`src/rtl/grf_wb_arbiter.sv`:
```
// Register file write-port arbiter: pipeline writeback has priority, and MDU
// results wait in an in-order FIFO until an idle port cycle lets them drain.
// A pending-register scoreboard stalls decode on hazards against
// outstanding MDU results.
module grf_wb_arbiter #(
    parameter int unsigned DEPTH = 2,
    parameter int unsigned CW    = 2
) (
    input  logic          Clk,
    input  logic          Reset_n,
    input  logic          WB_RegWrite,
    input  logic [4:0]    WB_RD,
    input  logic [31:0]   WB_WData,
    input  logic          MD_Issue,
    input  logic [4:0]    MD_IssueRD,
    input  logic          MD_Valid,
    input  logic [4:0]    MD_ResRD,
    input  logic [31:0]   MD_ResData,
    output logic          MD_Ready,
    input  logic [4:0]    ID_RS1,
    input  logic [4:0]    ID_RS2,
    input  logic [4:0]    ID_RD,
    output logic          Stall,
    output logic          RegWrite,
    output logic [4:0]    RD,
    output logic [31:0]   WData,
    output logic [31:0]   Pending,
    output logic [CW-1:0] Count,
    output logic          Conflict
);

    localparam int unsigned AW = (DEPTH > 1) ? $clog2(DEPTH) : 1;

    logic [4:0]    rd_mem_q   [DEPTH];
    logic [31:0]   data_mem_q [DEPTH];
    logic [AW-1:0] rd_ptr_q, rd_ptr_d;
    logic [AW-1:0] wr_ptr_q, wr_ptr_d;
    logic [CW-1:0] count_q, count_d;
    logic [31:0]   pending_q, pending_d;
    logic          conflict_q, conflict_d;

    logic          wb_act;
    logic          push;
    logic          pop;
    logic          issue;
    logic [4:0]    head_rd;
    logic [31:0]   head_data;

    assign head_rd   = rd_mem_q[rd_ptr_q];
    assign head_data = data_mem_q[rd_ptr_q];
    assign wb_act    = WB_RegWrite && (WB_RD != 5'd0);
    assign MD_Ready  = (count_q < CW'(DEPTH));
    // Zero-destination results are handshaken but never stored.
    assign push      = MD_Valid && MD_Ready && (MD_ResRD != 5'd0);
    assign pop       = !wb_act && (count_q != '0);
    assign issue     = MD_Issue && (MD_IssueRD != 5'd0);

    // Write-port mux: writeback first, otherwise the FIFO head.
    always_comb begin
        RegWrite = 1'b0;
        RD       = 5'd0;
        WData    = 32'd0;
        if (wb_act) begin
            RegWrite = 1'b1;
            RD       = WB_RD;
            WData    = WB_WData;
        end else if (pop) begin
            RegWrite = 1'b1;
            RD       = head_rd;
            WData    = head_data;
        end
    end

    // Decode hazard check against registered scoreboard only (no pop look-ahead).
    always_comb begin
        Stall = (pending_q[ID_RS1] && (ID_RS1 != 5'd0)) ||
                (pending_q[ID_RS2] && (ID_RS2 != 5'd0)) ||
                (pending_q[ID_RD]  && (ID_RD  != 5'd0));
    end

    // Next-state for pointers, occupancy, scoreboard and sticky conflict flag.
    always_comb begin
        rd_ptr_d   = rd_ptr_q;
        wr_ptr_d   = wr_ptr_q;
        count_d    = count_q;
        pending_d  = pending_q;
        conflict_d = conflict_q;

        if (push) begin
            wr_ptr_d = wr_ptr_q + AW'(1);
        end
        if (pop) begin
            rd_ptr_d = rd_ptr_q + AW'(1);
        end
        if (push && !pop) begin
            count_d = count_q + CW'(1);
        end else if (pop && !push) begin
            count_d = count_q - CW'(1);
        end

        // Clear first so a same-register set in the same cycle wins.
        if (pop) begin
            pending_d[head_rd] = 1'b0;
        end
        if (issue) begin
            pending_d[MD_IssueRD] = 1'b1;
        end
        pending_d[0] = 1'b0;

        if (wb_act && pending_q[WB_RD]) begin
            conflict_d = 1'b1;
        end
        if (issue && pending_q[MD_IssueRD] && !(pop && (head_rd == MD_IssueRD))) begin
            conflict_d = 1'b1;
        end
        if (push && !pending_q[MD_ResRD]) begin
            conflict_d = 1'b1;
        end
    end

    // Control state register.
    always_ff @(posedge Clk or negedge Reset_n) begin
        if (!Reset_n) begin
            rd_ptr_q   <= '0;
            wr_ptr_q   <= '0;
            count_q    <= '0;
            pending_q  <= '0;
            conflict_q <= 1'b0;
        end else begin
            rd_ptr_q   <= rd_ptr_d;
            wr_ptr_q   <= wr_ptr_d;
            count_q    <= count_d;
            pending_q  <= pending_d;
            conflict_q <= conflict_d;
        end
    end

    // FIFO storage.
    always_ff @(posedge Clk or negedge Reset_n) begin
        if (!Reset_n) begin
            for (int i = 0; i < int'(DEPTH); i++) begin
                rd_mem_q[i]   <= 5'd0;
                data_mem_q[i] <= 32'd0;
            end
        end else if (push) begin
            rd_mem_q[wr_ptr_q]   <= MD_ResRD;
            data_mem_q[wr_ptr_q] <= MD_ResData;
        end
    end

    assign Pending  = pending_q;
    assign Count    = count_q;
    assign Conflict = conflict_q;

endmodule

```
`config.mk`:
```
export PLATFORM = sky130hd
export DESIGN_NAME = grf_wb_arbiter
export DESIGN_NICKNAME = d
export VERILOG_FILES = /design/src/rtl/grf_wb_arbiter.sv
export SDC_FILE = /design/constraint.sdc
export NUM_CORES = 1
export LEC_CHECK = 0
export ABC_AREA = 0
export BUFFER_PORTS_ARGS = -buffer_cell sky130_fd_sc_hd__buf_2
export CAP_MARGIN = 10
export CORE_ASPECT_RATIO = 1.4
export CORE_MARGIN = 10
export CORE_UTILIZATION = 35
export CTS_CLUSTER_DIAMETER = 100
export DETAILED_ROUTE_END_ITERATION = 10
export HOLD_SLACK_MARGIN = 0.03
export PLACE_DENSITY = 0.56
export SYNTH_ARGS = -nofsm -noshare
export SYNTH_HDL_FRONTEND = slang
export SYNTH_SLANG_ARGS = --single-unit
```
`constraint.sdc`:
```
create_clock -name Clk -period 3.09 [get_ports Clk]
set_input_delay 0.618 -clock Clk [delete_from_list [all_inputs] [get_ports Clk]]
set_output_delay 0.618 -clock Clk [all_outputs]
set_load 0.05 [all_outputs]
```
# ---- Word-level counts from Yosys, hierarchy flattened
# Cells that the tools add are included.
dict set report op_classes {
  n_reduce_logical 34
  addsub 4
  bitwise_logic 5
  magnitude_cmp 13
  eq_ne 1
  n_mux 41
}
# operator n
set op_table {}
lappend op_table {{$mux W32} 8}
lappend op_table {{$bwmux W64} 1}
lappend op_table {{$lt A5 B6 Y1 const B} 7}
lappend op_table {{$and A32 B32 Y32} 1}
lappend op_table {{$demux W32 S1} 1}
lappend op_table {{$not A32 Y32} 1}
lappend op_table {{$or A32 B32 Y32} 1}
lappend op_table {{$bmux W1 S5} 6}
lappend op_table {{$mux W5} 6}
lappend op_table {{$reduce_bool A5 Y1} 6}
lappend op_table {{$logic_and A1 B1 Y1} 18}
lappend op_table {{$mux W1} 13}
lappend op_table {{$bwmux W10} 1}
lappend op_table {{$demux W1 S5} 2}
lappend op_table {{$ge A5 B1 Y1 const B} 2}
lappend op_table {{$demux W5 S1} 1}
lappend op_table {{$eq A5 B5 Y1} 1}
lappend op_table {{$logic_not A1 Y1} 5}
lappend op_table {{$ge A2 B2 Y1 const B} 2}
lappend op_table {{$mux W2} 2}
lappend op_table {{$not A1 Y2} 2}
lappend op_table {{$reduce_bool A2 Y1} 2}
lappend op_table {{$reduce_bool A3 Y1} 1}
lappend op_table {{$add A1 B1 Y1 const B} 2}
lappend op_table {{other kinds (5)} 6}
dict set report word_totals {
  word_cells 107
  inputBits 99
  output_inout_bits 75
  ff_bits 110
}

# ---- Logic depth before layout (Yosys ltp)
dict set report logic_depth {
  word_depth 13
  ltp_mapped 10
  depth_no_buf 8
}

# ---- Least setup slack after synthesis
# Ideal clock, no wire load.
dict set report synth_timing {
  kind {input-to-output}
  startpoint {input port WB_RD[2]}
  endpoint {output port WData[10]}
  t_required_ns 2.472
  path_slack_ns -0.485
  path_buffers 3
  stages 6
  arrival_time_ns 2.957
  path_cell_list {buf_6 or4_1 o21a_1 buf_6 clkbuf_1 o31ai_1}
}
dict set report synth_via {
  elab_chain_len 6
}
# item line
set synth_rtl {}
lappend synth_rtl {{start, declared} 12} ;# input logic [4:0] WB_RD,
lappend synth_rtl {{$reduce_bool A5 Y1 (*)} 51} ;# assign wb_act = WB_RegWrite && (WB_RD != 5'd0);
lappend synth_rtl {{$logic_and A1 B1 Y1 (*)} 51}
lappend synth_rtl {{$logic_not A1 Y1} 55} ;# assign pop = !wb_act && (count_q != '0);
lappend synth_rtl {{$logic_and A1 B1 Y1} 55}
lappend synth_rtl {{$mux W32} 67} ;# end else if (pop) begin
lappend synth_rtl {{$mux W32 (*)} 63} ;# if (wb_act) begin
lappend synth_rtl {{end, declared} 26} ;# output logic [31:0] WData,
# Every way passes the cells marked *; elsewhere a longest branch is shown, timed or not.

# ---- Worst setup path in the final report
dict set report layout_timing {
  startpoint {register pending_q[28] (netlist: Pending[28])}
  endpoint {output port Stall}
}
dict set report layout_via {
  elab_chain_len 5
  word_cells_on_any_way 11
  cone_classes {mux: 6; reduce/logical: 5}
}
# item line
set layout_rtl {}
lappend layout_rtl {{start, declared} 39} ;# logic [31:0] pending_q, pending_d;
lappend layout_rtl {{start signal, assigned} 133} ;# pending_q <= pending_d;
lappend layout_rtl {{$bmux W1 S5 (on tied branches)} {76, 77}}
lappend layout_rtl {{$mux W1 (on tied branches)} {76, 77}}
lappend layout_rtl {{$logic_and A1 B1 Y1 (on tied branches)} {76, 77}}
lappend layout_rtl {{$logic_or A1 B1 Y1} 76} ;# Stall = (pending_q[ID_RS1] && (ID_RS1 != 5'd0)) ||
lappend layout_rtl {{$logic_or A1 B1 Y1 (*)} 77} ;# (pending_q[ID_RS2] && (ID_RS2 != 5'd0)) ||
lappend layout_rtl {{end, declared} 23} ;# output logic Stall,
# Every way passes the cells marked *; elsewhere a longest branch is shown, timed or not. The select of a mux whose other input is x is not followed.

==> metrics.txt <==
initial antenna violation count=2; Crit Path Max Fanout=8; 1st-iter DRT viols=455; dpl cell area=8645 um^2; Reg clk slew, reported paths=0.08 ns; max_cap viols=0; fin crit share=96.45%; Hold Crit Class=in -> async; Fillers=1,849; Max rail drop VDD=0.0005458 V; FF-to-FF End=Pending[13]; FFs w/ async S/R, synth=100.0%; die area=25,900 um^2; Adder-Cell Fraction of Synth Area=0.1806%; Total Power=10.08 mW; clk sinks=110; Setup Buffers After CTS=0; Worst slew margin=47.57%; gpl congestion=0.9237; Num CTS Buffers=9; clk_skew=0.009309 ns; total grt overflow=0; core area=19,370 um^2; Ports=174; final std cells w/o fill=1,054; Syn Area/Cell=10.88 um^2; first-pass GRT wire length=37,930 um; Req. time, crit path=2.47 ns; R2R depth=5; Cells after DPL=1,037; Port Buf Inserts=172; synth-to-layout area growth=29.47%; Mapped Area=6928 um^2; crit path launch=Pending[28]; DRT Wirelength=24,130 um; largest net degree at the start of global routing=63; drt drc=0; CTS tree=yes; Simple-Gate Fraction of Synth Area=9.680%; min cycle time layout=2.980 ns; Leak=3.875 nW; mux contribution to synthesized area=32.58%; Gate Count Post-Synth=637; most frequent cells in the layout=buf_2 (168), dfrtp_1 (105), mux2_2 (84); power per cell area=1124 nW/um^2; Setup CP Type=reg -> out; CP Capture Point=Stall; syn_nets=737; number of flops mapped to enable cells by yosys=0; largest family of logic cells by synthesized area=multiplexers; Yosys warnings=0; area of the multi-input gates=4370 um^2; htree depth=3; Slew @ Worst Pin=0.7645 ns; main flop type after synthesis=dfrtp_1; CP endpoint kind=output pin; fin util=46.31%; Clock Root Buffer=clkbuf_16; routed via count=6,089; Critical Path Start Type=register; DPL Wire Length=18,680 um; clock buffer depth=2; number of synthesized register bits=110; Post-DRT Antenna Nets=0; outcome=completed; Slew Viols, Final=0; Vias/cell=5.777; RSZ-0062 raised after global routing=no; Clock Latency Late Sink=0.35 ns; Yosys top cell area share=39.73%; vias in the first global route=6,535; register area=2759 um^2; final setup violation count=0; Rows=60; WP data arrival=2.36 ns; share of cells above drive strength 1=47.33%; starting density of the core=35.77%; Post-Route Setup TNS=0 ns; final hold vios=0; commonest non-fill, non-tap cell in the layout=buf_2; RR Startpoint=rd_ptr_q; # nets final=900; GRT Total Usage=18.14%; Compound-Gate Fraction of Synth Area=12.75%; f_max=335.5 MHz; xor/xnor share of the synthesized area=1.264%; Synth area leader=dfrtp_1; die extent in x=138.9 um; R2R Setup Slk=0.72 ns; drt wl/cell=22.90 um; Die Y=186.5 um; top cells by area, synth=dfrtp_1 (40%), mux2_2 (14%), mux2i_1 (9.8%); post-route design area=8970 um^2; Seq/Total Area, Yosys=39.73%; first-pass detailed-route iteration total=7; synth unique cells=52
[worst max-delay path, cell delays in order (launching register included)]
cell,delay (ns)
dfrtp_1,0.53
mux4_2,0.51
mux2_2,0.27
a31oi_1,0.22
o311a_1,0.21
nand4_1,0.07
buf_4,0.20
[cell type report]
type / instances / area share, %
Antenna cell: 1 / 0.02790
Tap cell: 248 / 3.459
Multi-Input combinational cell: 468 / 48.72
Clock inverter: 7 / 0.9904
Sequential cell: 110 / 30.76
Inverter: 10 / 0.4185
Timing Repair Buffer: 201 / 13.11
Clock buffer: 9 / 2.511
[power by group]
part | internal [mW] | leakage (nW) | switching (mW)
clock network | 0.649 | 0.155 | 0.581
logic | 2.20 | 2.41 | 3.51
registers | 2.16 | 1.31 | 0.980
[synthesized netlist by cell type, types with 2 or more instances]
library cell and n:
or3_1 2, xnor2_1 9, or3b_2 3, o21ai_0 41, or3_4 3, o31ai_1 36
buf_2 16, nand3b_1 8, o21ai_1 26, o211ai_1 2, nor2b_1 4, a211oi_1 5
nand2_1 60, nand4_1 3, nor3_1 6, mux4_2 28, a311oi_1 2, buf_1 3
dfrtp_1 110, nand2b_1 4, mux2_2 84, a22oi_1 2, a2111oi_0 2, a21oi_1 5
nor2_1 19, buf_6 2, a31oi_1 6, mux2i_1 68, a221oi_1 2, or4_1 2
o22ai_1 5, nand3_1 12, nor3b_1 3, clkbuf_1 27, inv_1 10
[state kept, by name, summed over array words and instances, names as in the netlist]
name,flops
data_mem_q,64
Pending,31
rd_mem_q,10
Count,2
Conflict,1
rd_ptr_q,1
wr_ptr_q,1
[cell families after synthesis]
logic type / after synthesis
other: 1
AO/OA/AOI/OAI: 141
adder cells (fa/ha/maj): 1
buffers and inverters: 59
multiplexers: 180
XOR/XNOR: 10
AND/OR/NAND/NOR: 135
flip-flops: 110
[worst min-delay path by stage]
| stage | startpoint | endpoint | slack, ns | depth (start not counted) |
|---|---|---|---|---|
| after floorplan | Reset_n | Conflict | 0.32 | 0 |
| after global placement | rd_mem_q[0] | rd_mem_q[0] | 0.47 | 2 |
| after detailed placement | rd_mem_q[0] | rd_mem_q[0] | 0.48 | 2 |
| after CTS | Reset_n | data_mem_q[12] | 0.29 | 1 |
| after global routing | Reset_n | data_mem_q[44] | 0.31 | 1 |
| final | Reset_n | data_mem_q[12] | 0.27 | 1 |
[what timing repair did]
action	4_1_cts	5_1_grt
endpoints found under the setup margin	0	1
hold buffers	0	0
resized for setup	0	7
[layer usage]
layer | part of all wire, % | global-route usage (%)
met1 | 37 | 19.96
met2 | 52 | 31.98
met3 | 7.1 | 4.264
met4 | 4.1 | 8.648
met5 | 0.054 | 0
[metrics by stage]
step           hold WS, ns  worst slack, ns
2_1_floorplan       0.3224          -0.3640
3_3_place_gp        0.4672           0.1664
3_5_place_dp        0.4817           0.1144
4_1_cts             0.2883          0.04395
5_1_grt             0.3113         0.001519
6_report            0.2679           0.1095
No activity file was read; power rests on OpenSTA's default activity.
